==> src/rtl/pipeline_pkg.sv <==
// rtl/pipeline_pkg.sv - shared encodings, ALU op enum and stage-register types for pipeline_core
package pipeline_pkg;

  localparam logic [5:0] OPC_RTYPE = 6'h00;
  localparam logic [5:0] FUNCT_ADD = 6'h20;
  localparam logic [5:0] FUNCT_SUB = 6'h22;
  localparam logic [5:0] FUNCT_AND = 6'h24;
  localparam logic [5:0] FUNCT_OR  = 6'h25;
  localparam logic [5:0] FUNCT_SLT = 6'h2A;

  typedef enum logic [2:0] {
    ALU_ADD,
    ALU_SUB,
    ALU_AND,
    ALU_OR,
    ALU_SLT,
    ALU_NOP
  } alu_op_t;

  typedef struct packed {
    logic        valid;
    logic [31:0] instr;
  } fd_reg_t;

  typedef struct packed {
    logic    valid;
    logic    wr;
    alu_op_t op;
  } de_ctrl_t;

  typedef struct packed {
    logic valid;
    logic wr;
  } ew_ctrl_t;

  // Anything that is not one of the five R-type ALU encodings becomes a NOP.
  function automatic alu_op_t decode_op(input logic [5:0] opcode, input logic [5:0] funct);
    alu_op_t op;
    op = ALU_NOP;
    if (opcode == OPC_RTYPE) begin
      case (funct)
        FUNCT_ADD: op = ALU_ADD;
        FUNCT_SUB: op = ALU_SUB;
        FUNCT_AND: op = ALU_AND;
        FUNCT_OR:  op = ALU_OR;
        FUNCT_SLT: op = ALU_SLT;
        default:   op = ALU_NOP;
      endcase
    end
    return op;
  endfunction

endpackage

==> src/rtl/pipeline_if.sv <==
// rtl/pipeline_if.sv - instruction-memory and register-file bus between pipeline_core and its memories
interface pipeline_if #(
  parameter int DATA_W     = 32,
  parameter int REG_ADDR_W = 5,
  parameter int PC_W       = 32
);
  logic [PC_W-1:0]       pc;
  logic                  imem_valid;
  logic [31:0]           instruction;
  logic [REG_ADDR_W-1:0] rf_read_addr_1;
  logic [REG_ADDR_W-1:0] rf_read_addr_2;
  logic [DATA_W-1:0]     rf_read_data_1;
  logic [DATA_W-1:0]     rf_read_data_2;
  logic [REG_ADDR_W-1:0] rf_write_addr;
  logic [DATA_W-1:0]     rf_write_data;
  logic                  rf_write_en;

  modport master (
    output pc,
    input  imem_valid,
    input  instruction,
    output rf_read_addr_1,
    output rf_read_addr_2,
    input  rf_read_data_1,
    input  rf_read_data_2,
    output rf_write_addr,
    output rf_write_data,
    output rf_write_en
  );

  modport slave (
    input  pc,
    output imem_valid,
    output instruction,
    input  rf_read_addr_1,
    input  rf_read_addr_2,
    output rf_read_data_1,
    output rf_read_data_2,
    input  rf_write_addr,
    input  rf_write_data,
    input  rf_write_en
  );

endinterface

==> src/rtl/pipeline_alu.sv <==
// rtl/pipeline_alu.sv - combinational ALU for the execute stage
module pipeline_alu
  import pipeline_pkg::*;
#(
  parameter int DATA_W = 32
) (
  input  alu_op_t           op,
  input  logic [DATA_W-1:0] operand_a,
  input  logic [DATA_W-1:0] operand_b,
  output logic [DATA_W-1:0] result
);

  always_comb begin
    result = '0;
    case (op)
      ALU_ADD: result = operand_a + operand_b;
      ALU_SUB: result = operand_a - operand_b;
      ALU_AND: result = operand_a & operand_b;
      ALU_OR:  result = operand_a | operand_b;
      ALU_SLT: result = DATA_W'($signed(operand_a) < $signed(operand_b));
      default: result = '0;
    endcase
  end

endmodule

==> src/rtl/pipeline_core.sv <==
// rtl/pipeline_core.sv - four-stage fetch/decode/execute/writeback integer pipeline
// Define PIPELINE_FORWARD_EN to bypass E/W results into decode; otherwise hazards interlock.
module pipeline_core
  import pipeline_pkg::*;
#(
  parameter int              DATA_W     = 32,
  parameter int              REG_ADDR_W = 5,
  parameter int              PC_W       = 32,
  parameter logic [PC_W-1:0] RESET_PC   = '0
) (
  input  logic       clock,
  input  logic       reset,
  pipeline_if.master bus,
  output logic       stall
);

  logic [PC_W-1:0]       pc_q, pc_d;
  fd_reg_t               fd_q, fd_d;
  de_ctrl_t              de_ctrl_q, de_ctrl_d;
  logic [REG_ADDR_W-1:0] de_rd_q, de_rd_d;
  logic [DATA_W-1:0]     de_a_q, de_a_d;
  logic [DATA_W-1:0]     de_b_q, de_b_d;
  ew_ctrl_t              ew_ctrl_q, ew_ctrl_d;
  logic [REG_ADDR_W-1:0] ew_rd_q, ew_rd_d;
  logic [DATA_W-1:0]     ew_result_q, ew_result_d;

  logic [REG_ADDR_W-1:0] dec_rs, dec_rt, dec_rd;
  alu_op_t               dec_op;
  logic [DATA_W-1:0]     opnd_a, opnd_b;
  logic [DATA_W-1:0]     alu_result;
  logic                  e_writes, w_writes;
  logic                  hit_e_rs, hit_e_rt, hit_w_rs, hit_w_rt;
  logic                  unused_shamt;

  assign dec_rs       = REG_ADDR_W'(fd_q.instr[25:21]);
  assign dec_rt       = REG_ADDR_W'(fd_q.instr[20:16]);
  assign dec_rd       = REG_ADDR_W'(fd_q.instr[15:11]);
  assign dec_op       = decode_op(fd_q.instr[31:26], fd_q.instr[5:0]);
  assign unused_shamt = ^fd_q.instr[10:6];

  assign bus.pc             = pc_q;
  assign bus.rf_read_addr_1 = dec_rs;
  assign bus.rf_read_addr_2 = dec_rt;
  assign bus.rf_write_addr  = ew_rd_q;
  assign bus.rf_write_data  = ew_result_q;
  assign bus.rf_write_en    = ew_ctrl_q.valid && ew_ctrl_q.wr && (ew_rd_q != '0);

  pipeline_alu #(.DATA_W(DATA_W)) u_alu (
    .op        (de_ctrl_q.op),
    .operand_a (de_a_q),
    .operand_b (de_b_q),
    .result    (alu_result)
  );

  // Register 0 never matches: a non-zero source equal to a writer's rd implies rd != 0.
  assign e_writes = de_ctrl_q.valid && de_ctrl_q.wr;
  assign w_writes = ew_ctrl_q.valid && ew_ctrl_q.wr;
  assign hit_e_rs = fd_q.valid && (dec_rs != '0) && e_writes && (de_rd_q == dec_rs);
  assign hit_e_rt = fd_q.valid && (dec_rt != '0) && e_writes && (de_rd_q == dec_rt);
  assign hit_w_rs = fd_q.valid && (dec_rs != '0) && w_writes && (ew_rd_q == dec_rs);
  assign hit_w_rt = fd_q.valid && (dec_rt != '0) && w_writes && (ew_rd_q == dec_rt);

`ifdef PIPELINE_FORWARD_EN
  assign stall  = 1'b0;
  assign opnd_a = hit_e_rs ? alu_result : (hit_w_rs ? ew_result_q : bus.rf_read_data_1);
  assign opnd_b = hit_e_rt ? alu_result : (hit_w_rt ? ew_result_q : bus.rf_read_data_2);
`else
  assign stall  = hit_e_rs || hit_e_rt || hit_w_rs || hit_w_rt;
  assign opnd_a = bus.rf_read_data_1;
  assign opnd_b = bus.rf_read_data_2;
`endif

  always_comb begin
    pc_d = pc_q;
    fd_d = fd_q;
    if (!stall) begin
      if (bus.imem_valid) begin
        fd_d.valid = 1'b1;
        fd_d.instr = bus.instruction;
        pc_d       = pc_q + PC_W'(4);
      end else begin
        fd_d.valid = 1'b0;
      end
    end

    de_ctrl_d.valid = fd_q.valid && !stall;
    de_ctrl_d.wr    = (dec_op != ALU_NOP);
    de_ctrl_d.op    = dec_op;
    de_rd_d         = dec_rd;
    de_a_d          = opnd_a;
    de_b_d          = opnd_b;

    ew_ctrl_d.valid = de_ctrl_q.valid;
    ew_ctrl_d.wr    = de_ctrl_q.wr;
    ew_rd_d         = de_rd_q;
    ew_result_d     = alu_result;
  end

  always_ff @(posedge clock) begin
    if (!reset) begin
      pc_q        <= RESET_PC;
      fd_q        <= '0;
      de_ctrl_q   <= '0;
      de_rd_q     <= '0;
      de_a_q      <= '0;
      de_b_q      <= '0;
      ew_ctrl_q   <= '0;
      ew_rd_q     <= '0;
      ew_result_q <= '0;
    end else begin
      pc_q        <= pc_d;
      fd_q        <= fd_d;
      de_ctrl_q   <= de_ctrl_d;
      de_rd_q     <= de_rd_d;
      de_a_q      <= de_a_d;
      de_b_q      <= de_b_d;
      ew_ctrl_q   <= ew_ctrl_d;
      ew_rd_q     <= ew_rd_d;
      ew_result_q <= ew_result_d;
    end
  end

endmodule

==> src/flat_wrapper.sv <==
// flat-port wrapper written by rule: the top's interface ports become plain ports
module pipeline_core_flat import pipeline_pkg::*;
#(
  parameter int              DATA_W     = 32,
  parameter int              REG_ADDR_W = 5,
  parameter int              PC_W       = 32,
  parameter logic [PC_W-1:0] RESET_PC   = '0
)
  (clock, reset, stall, bus_pc, bus_imem_valid, bus_instruction, bus_rf_read_addr_1, bus_rf_read_addr_2, bus_rf_read_data_1, bus_rf_read_data_2, bus_rf_write_addr, bus_rf_write_data, bus_rf_write_en);
  pipeline_if #(.DATA_W(DATA_W), .REG_ADDR_W(REG_ADDR_W), .PC_W(PC_W)) bus_i ();
  input  logic clock;
  input  logic reset;
  output logic stall;
  output wire logic [$bits(bus_i.pc)-1:0] bus_pc;
  input wire logic [$bits(bus_i.imem_valid)-1:0] bus_imem_valid;
  input wire logic [$bits(bus_i.instruction)-1:0] bus_instruction;
  output wire logic [$bits(bus_i.rf_read_addr_1)-1:0] bus_rf_read_addr_1;
  output wire logic [$bits(bus_i.rf_read_addr_2)-1:0] bus_rf_read_addr_2;
  input wire logic [$bits(bus_i.rf_read_data_1)-1:0] bus_rf_read_data_1;
  input wire logic [$bits(bus_i.rf_read_data_2)-1:0] bus_rf_read_data_2;
  output wire logic [$bits(bus_i.rf_write_addr)-1:0] bus_rf_write_addr;
  output wire logic [$bits(bus_i.rf_write_data)-1:0] bus_rf_write_data;
  output wire logic [$bits(bus_i.rf_write_en)-1:0] bus_rf_write_en;
  assign bus_pc = bus_i.pc;
  assign bus_i.imem_valid = bus_imem_valid;
  assign bus_i.instruction = bus_instruction;
  assign bus_rf_read_addr_1 = bus_i.rf_read_addr_1;
  assign bus_rf_read_addr_2 = bus_i.rf_read_addr_2;
  assign bus_i.rf_read_data_1 = bus_rf_read_data_1;
  assign bus_i.rf_read_data_2 = bus_rf_read_data_2;
  assign bus_rf_write_addr = bus_i.rf_write_addr;
  assign bus_rf_write_data = bus_i.rf_write_data;
  assign bus_rf_write_en = bus_i.rf_write_en;
  pipeline_core #(.DATA_W(DATA_W), .REG_ADDR_W(REG_ADDR_W), .PC_W(PC_W), .RESET_PC(RESET_PC)) u_core (.clock(clock), .reset(reset), .bus(bus_i), .stall(stall));
endmodule
==> config.mk <==
export PLATFORM = sky130hd
export DESIGN_NAME = pipeline_core_flat
export DESIGN_NICKNAME = d
export VERILOG_FILES = /design/src/rtl/pipeline_pkg.sv /design/src/rtl/pipeline_if.sv /design/src/rtl/pipeline_alu.sv /design/src/rtl/pipeline_core.sv /design/src/flat_wrapper.sv
export SDC_FILE = /design/constraint.sdc
export NUM_CORES = 1
export LEC_CHECK = 0
export CORE_ASPECT_RATIO = 1.75
export CORE_UTILIZATION = 59
export DETAILED_ROUTE_END_ITERATION = 6
export GPL_TIMING_DRIVEN = 0
export PLACE_DENSITY = 0.91
export SYNTH_ARGS = -nofsm -noshare
export SYNTH_HDL_FRONTEND = slang
export SYNTH_HIERARCHICAL = 1
export SYNTH_SLANG_ARGS = --single-unit
==> constraint.sdc <==
create_clock -name clock -period 9.5 [get_ports clock]
set_input_delay 1.9 -clock clock [delete_from_list [all_inputs] [get_ports clock]]
set_output_delay 1.9 -clock clock [all_outputs]
set_load 0.03 [all_outputs]
==> flow_summary.json <==
{
  "yosys.area_share.adder_pct": 12.39,
  "fin_nets": 1767,
  "num_rows": 65,
  "drt-initial-drc-count": 737,
  "synth_cell_types": 69,
  "yosys-mux-area-fraction_pct": 3.824,
  "final.setup.worst_slack_ns": 4.123,
  "skew_ns": 0.005455,
  "finalCritPeriodShare_pct": 56.60,
  "cts_root_buf": "clkbuf_16",
  "cp-end-kind": "primary output",
  "grt.total_usage_pct": 38.87,
  "die_width_um": 105.3,
  "die_h_um": 182.9,
  "final_antenna_net_count": 0,
  "synth_cells": 1369,
  "grt_max_degree": 17,
  "wl_met1_mm": 12.12,
  "pwr-share-comb_pct": 23.7,
  "maxUsedRoutingLayer": "met4",
  "finalCriticalPeriod_ns": 5.377,
  "timing.rr.end": "u_core/bus.rf_write_data[25]",
  "synth_xor_area_share_pct": 3.415,
  "r2r_cells": 13,
  "crit_start": "u_core/bus.rf_read_addr_2[3]",
  "path_max_fanout": 10,
  "grt_pass1_wl_mm": 57.32,
  "cp_cell_sequence": "xor2_1 -> nor4_1 -> a22oi_1 -> o22ai_1 -> buf_6 -> clkbuf_1 -> clkdlybuf4s50_1",
  "arrival_ns": 3.48,
  "via_count": 10980,
  "post-dp-hpwl_mm": 28.12,
  "post_cts_buffers": 0,
  "antenna_found_initial": 0,
  "synth_edf_count": 0,
  "hold_viol": 0,
  "avgSynthCellArea_sq_um": 8.055,
  "sw_frac_of_total_pct": 30.57,
  "multi_input_area_sq_um": 6790,
  "instances_no_fill": 1807,
  "r2r_start": "u_core/de_a_q[8]",
  "cts_tree": "yes",
  "viasPerCell": 6.075,
  "dp.cells": 1775,
  "detail_route.wl_per_cell_um": 20.47,
  "ys.warnings.count": 6,
  "numCtsBuffers": 17,
  "grt_pass1_vias": 11140,
  "n_antenna_cell": 0,
  "htreeDepth": 4,
  "wirelength_mm": 36.99,
  "p_int_uw": 1398,
  "power_frac_seq_pct": 38.9,
  "clkSinkCount": 171,
  "startpoint_type": "flop",
  "worst_path_largest_cell_delay_ns": 0.77,
  "synthFlopType": "dfxtp_1",
  "io_buffers": 171,
  "tns_ns": 0,
  "ir_drop_mv": 0.1293,
  "synthesis.area_sq_um": 11030,
  "fmax_ghz": 0.1860,
  "worst_pin_slew_ns": 0.7486,
  "r2r_slack_ns": 5.56,
  "holdPathStages": 2,
  "synth_top_area_share_pct": 31.05,
  "route.met3.wl_mm": 2.368,
  "overflow": 0,
  "synth_compound_area_share_pct": 18.80,
  "crit_slowest_cell": "clkdlybuf4s50_1",
  "power.switching_uw": 615.4,
  "drt-pass1-iter-count": 7,
  "nFillCells": 1362,
  "holdPathEnd": "u_core/de_rd_q[0]",
  "ctsHoldBuffers": 0,
  "maxSlewViolCount": 0,
  "synth_seq_cells": 171,
  "setup_violations": 0,
  "ctsResizeCount": 0,
  "max_cap_viol_count": 0,
  "place_congestion": 0.9755,
  "hp-class": "flop to flop",
  "yosys.area.top_type": "dfxtp_1",
  "cts.reportedPaths.clkPinSlew_ns": 0.07,
  "dieArea_sq_um": 19260,
  "clockBufferDepth": 2,
  "critPathKind": "flop to primary output",
  "regArea_sq_um": 3423,
  "path_buf_inv": 3,
  "rsz0062_at_grt": "no",
  "wl_met2_mm": 19.66,
  "clk_latency_ns": 0.45,
  "power.density_nw_per_um2": 147.2,
  "crit_family": "buffers and inverters",
  "status": "finished with violations",
  "fin_util_pct": 75.39,
  "async_flop_share_pct": 0,
  "post-place-ws_ns": 4.907,
  "start_util_pct": 60.80,
  "yosys-top-cells-area": "dfxtp_1, ha_1, and2_1",
  "synth_top_family_by_area": "simple AND/OR/NAND/NOR gates",
  "drive_above_1_share_pct": 4.323,
  "areaGrowthSynthToFinish_pct": 24.00,
  "drc": 1,
  "ys_seq_area_share_pct": 31.05,
  "boundaryPins": 180,
  "leakage_uw": 0.005647,
  "failed_checks": "DRC",
  "power_frac_clock_pct": 37.5,
  "min-delay-start": "u_core/de_rd_d[0]",
  "core-area_sq_um": 18140,
  "slew_headroom_pct": 50.09,
  "worstPathRequired_ns": 7.60,
  "yosys.area_share.simple_pct": 23.08
}
-- Yosys cell counts (all sizes together) (17+ instances only) --
library cell and instances:
a21oi 80, nor3 27, nand3 28, dfxtp 171, and2 105, or3 22, nor4 18, inv 108
nand2 133, o31ai 20, buf 25, xor2 26, xnor2 17, nand2b 19, a211oi 20, o21ai 76
ha 106, mux2i 41, nor2 80, clkbuf 60
-- registers in the layout, indices dropped and copies added, names as in the netlist --
register / flops
u_core/bus.rf_write_addr: 5
u_core/bus.pc: 30
u_core/bus.rf_read_addr_2: 5
u_core/bus.rf_read_addr_1: 5
u_core/ew_ctrl_q: 2
u_core/de_rd_d: 5
u_core/fd_q: 13
u_core/de_rd_q: 5
u_core/bus.rf_write_data: 32
u_core/de_ctrl_q: 5
u_core/de_b_q: 32
u_core/de_a_q: 32
-- power groups by stage --
| stage | Combinational, uW | Clock (uW) | Sequential, uW |
|---|---|---|---|
| 2_1_floorplan | 271 | 0 | 816 |
| 3_3_place_gp | 450 | 0 | 796 |
| 3_5_place_dp | 458 | 0 | 798 |
| 4_1_cts | 464 | 761 | 782 |
| 5_1_grt | 510 | 791 | 785 |
| 6_report | 477 | 754 | 782 |
-- per-stage QoR --
step           hold slack [ns]  cell area, sq um  total power [uW]
2_1_floorplan           0.4036             11030              1087
3_3_place_gp            0.4131             13040              1246
3_5_place_dp            0.4216             13040              1256
4_1_cts                 0.4405             13670              2007
5_1_grt                 0.4650             13670              2086
6_report                0.4384             13670              2013
-- final cells by class --
type                    instances  share of cell area, %
plain buffers                  85                  3.011
clock buffers                  17                  3.111
clock inverters                15                  1.556
inverters                     108                  2.965
multi-input cells            1006                  49.66
flip-flops and latches        171                  25.04
well taps                     234                  2.141
repair buffers                171                  12.52
-- cells in the final DEF (no fill, tap or decap), types with 6 or more instances in the layout --
| cell type | n |
|---|---|
| o211ai_1 | 12 |
| a31oi_1 | 10 |
| buf_4 | 14 |
| clkbuf_1 | 60 |
| or4_1 | 16 |
| dfxtp_1 | 171 |
| clkdlybuf4s50_1 | 171 |
| o311ai_0 | 7 |
| o22ai_1 | 9 |
| a21o_1 | 8 |
| a211oi_1 | 19 |
| and2_1 | 105 |
| clkbuf_16 | 17 |
| xnor2_1 | 17 |
| ha_1 | 106 |
| nor3_1 | 27 |
| nand3_1 | 28 |
| nand4_1 | 16 |
| a21oi_1 | 79 |
| nor4_1 | 17 |
| o31ai_1 | 20 |
| or3_1 | 22 |
| o21a_1 | 12 |
| inv_1 | 108 |
| mux2i_1 | 41 |
| nor2_1 | 79 |
| o21ai_0 | 73 |
| nor2b_1 | 14 |
| o21bai_1 | 14 |
| nand2b_1 | 19 |
| nand2_1 | 133 |
| and3_1 | 6 |
| xor2_1 | 26 |
-- worst min-delay path, cell delays in order, from the launching register on --
cell and delay, ns:
dfxtp_1 0.31, nand2_1 0.06, inv_1 0.05
-- cell families after synthesis --
kind of cell,count (synthesis)
AO/OA/AOI/OAI,316
AND/OR/NAND/NOR,495
buffers and inverters,193
other,1
flip-flops,171
multiplexers,42
adder cells (fa/ha/maj),108
XOR/XNOR,43
-- per-layer routing --
| metal | GRT usage (%) | vias up |
|---|---|---|
| li1 | - | 5097 |
| met1 | 34.47 | 5116 |
| met2 | 74.39 | 567 |
| met3 | 8.209 | 197 |
| met4 | 30.87 | 0 |
| met5 | 0 | - |
-- worst max-delay path by stage --
stage	to	slack (ns)	depth (start not counted)
2_1_floorplan	stall	5.74	6
3_3_place_gp	stall	4.88	7
3_5_place_dp	stall	4.91	7
4_1_cts	stall	4.31	7
5_1_grt	stall	4.01	7
6_report	stall	4.12	7
No activity file was read; power rests on OpenSTA's default activity.
